--- config.mk ---
export PLATFORM = sky130hd
export DESIGN_NAME = ff_rd_streamer
export DESIGN_NICKNAME = d
export VERILOG_FILES = /design/src/rtl/ff_rd_streamer.sv
export SDC_FILE = /design/constraint.sdc
export NUM_CORES = 1
export LEC_CHECK = 0
export BUFFER_PORTS_ARGS = -buffer_cell sky130_fd_sc_hd__buf_2
export CAP_MARGIN = 40
export CORE_AREA = 4 4 109 111
export CTS_CLUSTER_SIZE = 30
export DETAILED_ROUTE_END_ITERATION = 7
export DIE_AREA = 0 0 113 115
export SLEW_MARGIN = 20
export SYNTH_ARGS = -nofsm -noshare
export SYNTH_HDL_FRONTEND = slang
export SYNTH_SLANG_ARGS = --single-unit
--- constraint.sdc ---
create_clock -name clk -period 4.5 [get_ports clk]
set_input_delay 0.45 -clock clk [delete_from_list [all_inputs] [get_ports clk]]
set_output_delay 0.45 -clock clk [all_outputs]
set_load 0.03 [all_outputs]
--- src/rtl/ff_rd_streamer.sv ---
// Read-side agent for a pointer-managed FIFO with a synchronous-read memory: issues pops, absorbs
// read latency, presents a valid/ready stream. Optional: FF_RD_STREAMER_STALL_CNT_EN adds stall_cnt.
module ff_rd_streamer #(
    parameter int DATA_W    = 32,
    parameter int FF_DEPTH  = 16,
    parameter int RD_LAT    = 2,
    parameter int FF_PTR_W  = $clog2(FF_DEPTH),
    parameter int BUF_DEPTH = RD_LAT + 1
) (
    input  logic                clk,
    input  logic                rst_n,
    input  logic                ff_empty,
    input  logic [FF_PTR_W-1:0] ff_rd_ptr,
    output logic                ff_rd_en,
    output logic                mem_rd_en,
    output logic [FF_PTR_W-1:0] mem_rd_addr,
    input  logic [DATA_W-1:0]   mem_rd_data,
    output logic                st_valid,
    output logic [DATA_W-1:0]   st_data,
    input  logic                st_ready,
    input  logic                flush,
    output logic                busy
`ifdef FF_RD_STREAMER_STALL_CNT_EN
    ,
    output logic [15:0]         stall_cnt
`endif
);

    localparam int CNT_W = $clog2(BUF_DEPTH + 1);
    localparam int IDX_W = $clog2(BUF_DEPTH);
    localparam logic [CNT_W-1:0] BUF_FULL = CNT_W'(BUF_DEPTH);
    localparam logic [IDX_W-1:0] IDX_LAST = IDX_W'(BUF_DEPTH - 1);

    logic              issue;
    logic              pop;
    logic              wr;
    logic [CNT_W-1:0]  credits_q, credits_d;
    logic [CNT_W-1:0]  count_q, count_d;
    logic [IDX_W-1:0]  wr_idx_q, wr_idx_d;
    logic [IDX_W-1:0]  rd_idx_q, rd_idx_d;
    logic [RD_LAT-1:0] pipe_q, pipe_d;
    logic [DATA_W-1:0] buf_q [BUF_DEPTH];

    // A credit freed by a pop is only reusable the next cycle, so an issue never counts on a
    // same-cycle pop; this keeps st_ready off the ff_rd_en path.
    assign issue       = rst_n & ~ff_empty & (credits_q != '0) & ~flush;
    assign ff_rd_en    = issue;
    assign mem_rd_en   = issue;
    assign mem_rd_addr = rst_n ? ff_rd_ptr : '0;

    assign wr       = pipe_q[RD_LAT-1];
    assign st_valid = (count_q != '0);
    assign st_data  = buf_q[rd_idx_q];
    assign pop      = st_valid & st_ready;
    assign busy     = (pipe_q != '0) | st_valid;

    always_comb begin
        pipe_d    = '0;
        credits_d = credits_q;
        count_d   = count_q;
        wr_idx_d  = wr_idx_q;
        rd_idx_d  = rd_idx_q;
        if (flush) begin
            credits_d = BUF_FULL;
            count_d   = '0;
            wr_idx_d  = '0;
            rd_idx_d  = '0;
        end else begin
            pipe_d[0] = issue;
            for (int i = 1; i < RD_LAT; i++) begin
                pipe_d[i] = pipe_q[i-1];
            end
            credits_d = credits_q - CNT_W'(issue) + CNT_W'(pop);
            count_d   = count_q + CNT_W'(wr) - CNT_W'(pop);
            if (wr) begin
                wr_idx_d = (wr_idx_q == IDX_LAST) ? '0 : wr_idx_q + IDX_W'(1);
            end
            if (pop) begin
                rd_idx_d = (rd_idx_q == IDX_LAST) ? '0 : rd_idx_q + IDX_W'(1);
            end
        end
    end

    always_ff @(posedge clk or negedge rst_n) begin
        if (!rst_n) begin
            pipe_q    <= '0;
            credits_q <= BUF_FULL;
            count_q   <= '0;
            wr_idx_q  <= '0;
            rd_idx_q  <= '0;
            for (int i = 0; i < BUF_DEPTH; i++) begin
                buf_q[i] <= '0;
            end
        end else begin
            pipe_q    <= pipe_d;
            credits_q <= credits_d;
            count_q   <= count_d;
            wr_idx_q  <= wr_idx_d;
            rd_idx_q  <= rd_idx_d;
            if (wr && !flush) begin
                buf_q[wr_idx_q] <= mem_rd_data;
            end
        end
    end

`ifdef FF_RD_STREAMER_STALL_CNT_EN
    logic [15:0] stall_q;

    always_ff @(posedge clk or negedge rst_n) begin
        if (!rst_n) begin
            stall_q <= '0;
        end else if (flush) begin
            stall_q <= '0;
        end else if (st_valid && !st_ready && stall_q != 16'hFFFF) begin
            stall_q <= stall_q + 16'd1;
        end
    end

    assign stall_cnt = stall_q;
`endif

`ifndef SYNTHESIS
    if (RD_LAT < 1 || RD_LAT > 4) begin : g_bad_rd_lat
        $error("ff_rd_streamer: RD_LAT must be 1..4");
    end

    a_no_wr_full: assert property (@(posedge clk) disable iff (!rst_n)
        !(wr && !flush && count_q == BUF_FULL))
        else $error("ff_rd_streamer: buffer write while full");

    a_no_pop_empty: assert property (@(posedge clk) disable iff (!rst_n)
        !(pop && count_q == '0))
        else $error("ff_rd_streamer: pop while empty");
`endif

endmodule

; ---- After elaboration in Yosys (flattened, before gate mapping)
; Cells that the tools add are included.
[word_totals]
regBits = 106
inputBits = 41
output_inout_bits = 40
word_cells = 52
[op_classes]
addsub = 6
magnitude_cmp = 3
eq_ne = 2
muxes = 16
n_bitwise = 9
reduce_logical = 8
[op_table]
columns = op, count
row1 = $bwmux 96, 1
row2 = $mux 32, 3
row3 = $bmux 32 s2, 1
row4 = $demux 32 s2, 1
row5 = $mux 2, 9
row6 = $reduce_bool 2->1, 5
row7 = $ge 3x3->1 const B, 2
row8 = $not 2->3, 2
row9 = $add 2x1->2, 2
row10 = $add 2x1->2 const B, 2
row11 = $and 1x1->1, 4
row12 = $eq 2x2->1 const B, 2
row13 = $mux 4, 1
row14 = $sub 2x1->2, 2
row15 = $lt 3x1->1 const B, 1
row16 = $logic_and 1x1->1, 2
row17 = $not 1->1, 2
row18 = $logic_not 1->1, 1
row19 = $or 1x1->1, 1

; ---- Longest topological paths before layout
[logic_depth]
ltp_word = 7
depth_mapped = 8

; ---- Worst setup path after synthesis
; No wires, ideal clock.
[synth_timing]
path_kind = input to register
startpoint = in flush
endpoint = reg credits_q[1]
t_arrival_ns = 2.932
required_ns = 4.423
slack_ns = 1.491
stages = 5
path_cell_list = clkbuf_1 > nor4b_1 > ha_1 > or3_1 > a21o_1
[synth_between]
elab_chain_cells = 5
[synth_rtl]
columns = item, line_no
row1 = start: declaration, 21  ; input logic flush,
row2 = $not 1->1, 46  ; assign issue = rst_n & ~ff_empty & (credits_q != '0) & ~flush;
row3 = $and 1x1->1, 46
row4 = named net ff_rd_en, 14  ; output logic ff_rd_en,
row5 = $sub 2x1->2, 73  ; credits_d = credits_q - CNT_W'(issue) + CNT_W'(pop);
row6 = $add 2x1->2, 73
row7 = $mux 2, 63  ; if (flush) begin
row8 = named net credits_d[1], 37  ; logic [CNT_W-1:0] credits_q, credits_d;
row9 = end signal: assignment, 96  ; credits_q <= credits_d;
row10 = end: declaration, 37
; The timed path passes the listed nets, and every way through them passes these cells.
; A chain may end at the register's enable or synchronous reset.

; ---- Worst setup path in the final report
[layout_timing]
startpoint = reg rd_idx_q[1]
endpoint = out st_data[16]
[layout_between]
elab_chain_cells = 4
[layout_rtl]
columns = item, line_no
row1 = start: declaration, 40  ; logic [IDX_W-1:0] rd_idx_q, rd_idx_d;
row2 = start signal: assignment, 99  ; rd_idx_q <= rd_idx_d;
row3 = $not 2->3 (implied by the code), 53  ; assign st_data = buf_q[rd_idx_q];
row4 = $bmux 32 s2, 53
row5 = $mux 32 (implied by the code) (2 in a row), 53
row6 = end: declaration, 19  ; output logic [DATA_W-1:0] st_data,
; No other way between the ends. The select of a mux whose other input is x is not followed.

==> reports/summary.txt <==
Final setup violation count: 0
Synth Area per Inst: 13.2 sq um
antenna violations before repair: 0
commonest non-fill, non-tap cells in the layout: 103 x dfrtp_1, 92 x mux2_2, 79 x buf_2
Final min period: 2.72 ns
# Post-CTS Setup Buffers: 0
synthesized instance count: 365
overall power: 2.49 mW
clock tree sinks: 106
CTS Buf Count: 9
Crit path required time: 4.05 ns
Layout area overhead: 14.9%
Leak Pwr: 2.61 nW
period utilization: 60.5%
die height: 115 um
Initial Util: 44.5%
post-route ant nets: 0
port bufs: 80
Via Count: 3010
DRT iter0 DRCs: 107
reg2reg setup slack: 2.32 ns
Worst setup SP type: flop
post-route cell area: 0.00551 sq mm
die width: 113 um
wire length per cell: 16.6 um
Slew HR: 47.4%
nets: 486
Inserted Diodes: 0
ys async rst share: 100%
critical path endpoint category: output pin
CTS Hold Bufs: 0
worst min path class: in2async
Synth Cell Area: 0.00480 sq mm
Distinct cells, synth: 31
Util after Layout: 51.1%
commonest non-fill, non-tap cell in the layout: dfrtp_1
IO Count: 81
clk slew on worst S/H paths: 0.10 ns
CTS H-tree lvls: 3
Post-CTS Resized: 0
Fmax: 368 MHz
Main synth FF type: dfrtp_1
first-pass GRT wire length: 16.3 mm
RSZ-0062 raised after global routing: false
First-pass DRT Iterations: 4
VDD IR-drop max: 274 uV
Final Hold Fails: 0
largest net degree at the start of global routing: 64
Clk Latency, worst-skew pair: 0.36 ns
Root Buffer: clkbuf_8
die area: 0.0130 sq mm
Final TNS setup: 0 ns
final wirelength: 9.76 mm
GPL Wtd Cong: 0.688
core area: 0.0108 sq mm
total of max-cap violations: 0
overflow left after global routing: 0
DRC viols: 0
All-Layer GR Usage: 15.8%
#FFs+latches synth: 106
sequential cell area fraction in the yosys report: 55.3%
Longest Clk Path Bufs: 2
pwr dens: 451 mW/mm^2
vias in the first global route: 3096
pre-CTS setup slack: 1.94 ns
status: finished clean
Crit Path Max Fanout: 35
Via density: 5.13
Final Max Tran Viols: 0
YS warnings: 0
Post-Syn Nets: 409
CP arrival: 2.27 ns
Worst Skew: 0.0114 ns
Cell Rows: 38
Setup Crit Path Kind: reg2out
DP Area: 0.00531 sq mm
Post-synth EDFFs: 0
Slew @ Worst Pin: 0.787 ns
Detail Placement HPWL: 6.30 mm
fin worst setup slack: 1.78 ns
layout cells sized above 1: 45.2%
CTS tree: yes
kinds of logic (layout without fill, tap and decap cells):
kind of cell / after synthesis / in the layout / share of synthesized area [%]
compound gates: 39 / 39 / 4.12
xor+xnor: 3 / 3 / 0.547
fa+ha+maj: 3 / 3 / 0.782
buf+inv: 26 / 108 / 3.39
flops: 106 / 106 / 55.3
mux: 128 / 128 / 29.2
simple gates: 60 / 60 / 6.67
registers in the layout, indices dropped and copies added (netlist names):
register	count
buf_q	96
count_q	2
credits_q	2
pipe_q	2
rd_idx_q	2
wr_idx_q	2
cells in the mapped netlist (all sizes together) (2+ instances only):
cell type / instances / area, sq um
xnor2: 2 / 17.5
dfstp: 2 / 52.6
mux2i: 32 / 320
clkbuf: 8 / 30.0
or3: 3 / 18.8
inv: 4 / 15.0
buf: 14 / 118
nor3: 2 / 21.3
nor2: 4 / 15.0
ha: 3 / 37.5
nand2b: 2 / 15.0
dfrtp: 104 / 2600
nor3b: 3 / 45.1
a21oi: 4 / 20.0
and2: 5 / 31.3
nor2b: 3 / 18.8
o21ai: 34 / 170
mux2: 96 / 1080
nand2: 35 / 131
layout make-up:
type / count / area (sq um)
clock buffer: 13 / 149
tap: 140 / 175
timing repair buffer: 88 / 503
fill: 970 / 5280
multi-input combinational: 233 / 1990
inverter: 4 / 15.0
clock inverter: 3 / 25.0
sequential: 106 / 2660
power by group:
part / switching, mW / internal [mW]
clock: 0.315 / 0.220
sequential: 0.0538 / 1.07
combinational: 0.544 / 0.286
total: 0.913 / 1.57
worst max-delay path, stage by stage, from the launching register on:
cell and delay [ns]:
dfrtp_2 0.39, buf_4 0.32, nor2b_4 0.51, buf_16 0.22
nand2_1 0.06, o21ai_0 0.13, buf_2 0.26
final timing paths:
kind                                   from     endpoint  cells past startpoint
worst max-delay path            rd_idx_q[1]  st_data[16]                      6
worst min-delay path                  rst_n    pipe_q[0]                      1
worst max register to register    pipe_q[1]    buf_q[48]                      4
worst min register to register    buf_q[70]    buf_q[70]                      1
max in group asynchronous             rst_n    buf_q[11]                      3
min in group clk                   ff_empty    pipe_q[0]                      2
layer usage:
| metal | wire length (um) | track usage (%) | vias up |
|---|---|---|---|
| met5 | 0 | 0 | - |
| met4 | 98 | 3.85 | 0 |
| met3 | 426 | 4.21 | 9 |
| met2 | 4750 | 26.0 | 56 |
| met1 | 4480 | 21.2 | 1511 |
| li1 | - | - | 1434 |
metrics by stage:
step                hold WS, ns  cells
floorplan                 0.154    365
global placement          0.467    569
detailed placement        0.479    570
CTS                      0.0901    586
global route             0.0924    587
finish                   0.0743    587
Note: power is estimated with default switching activity, not from simulation.
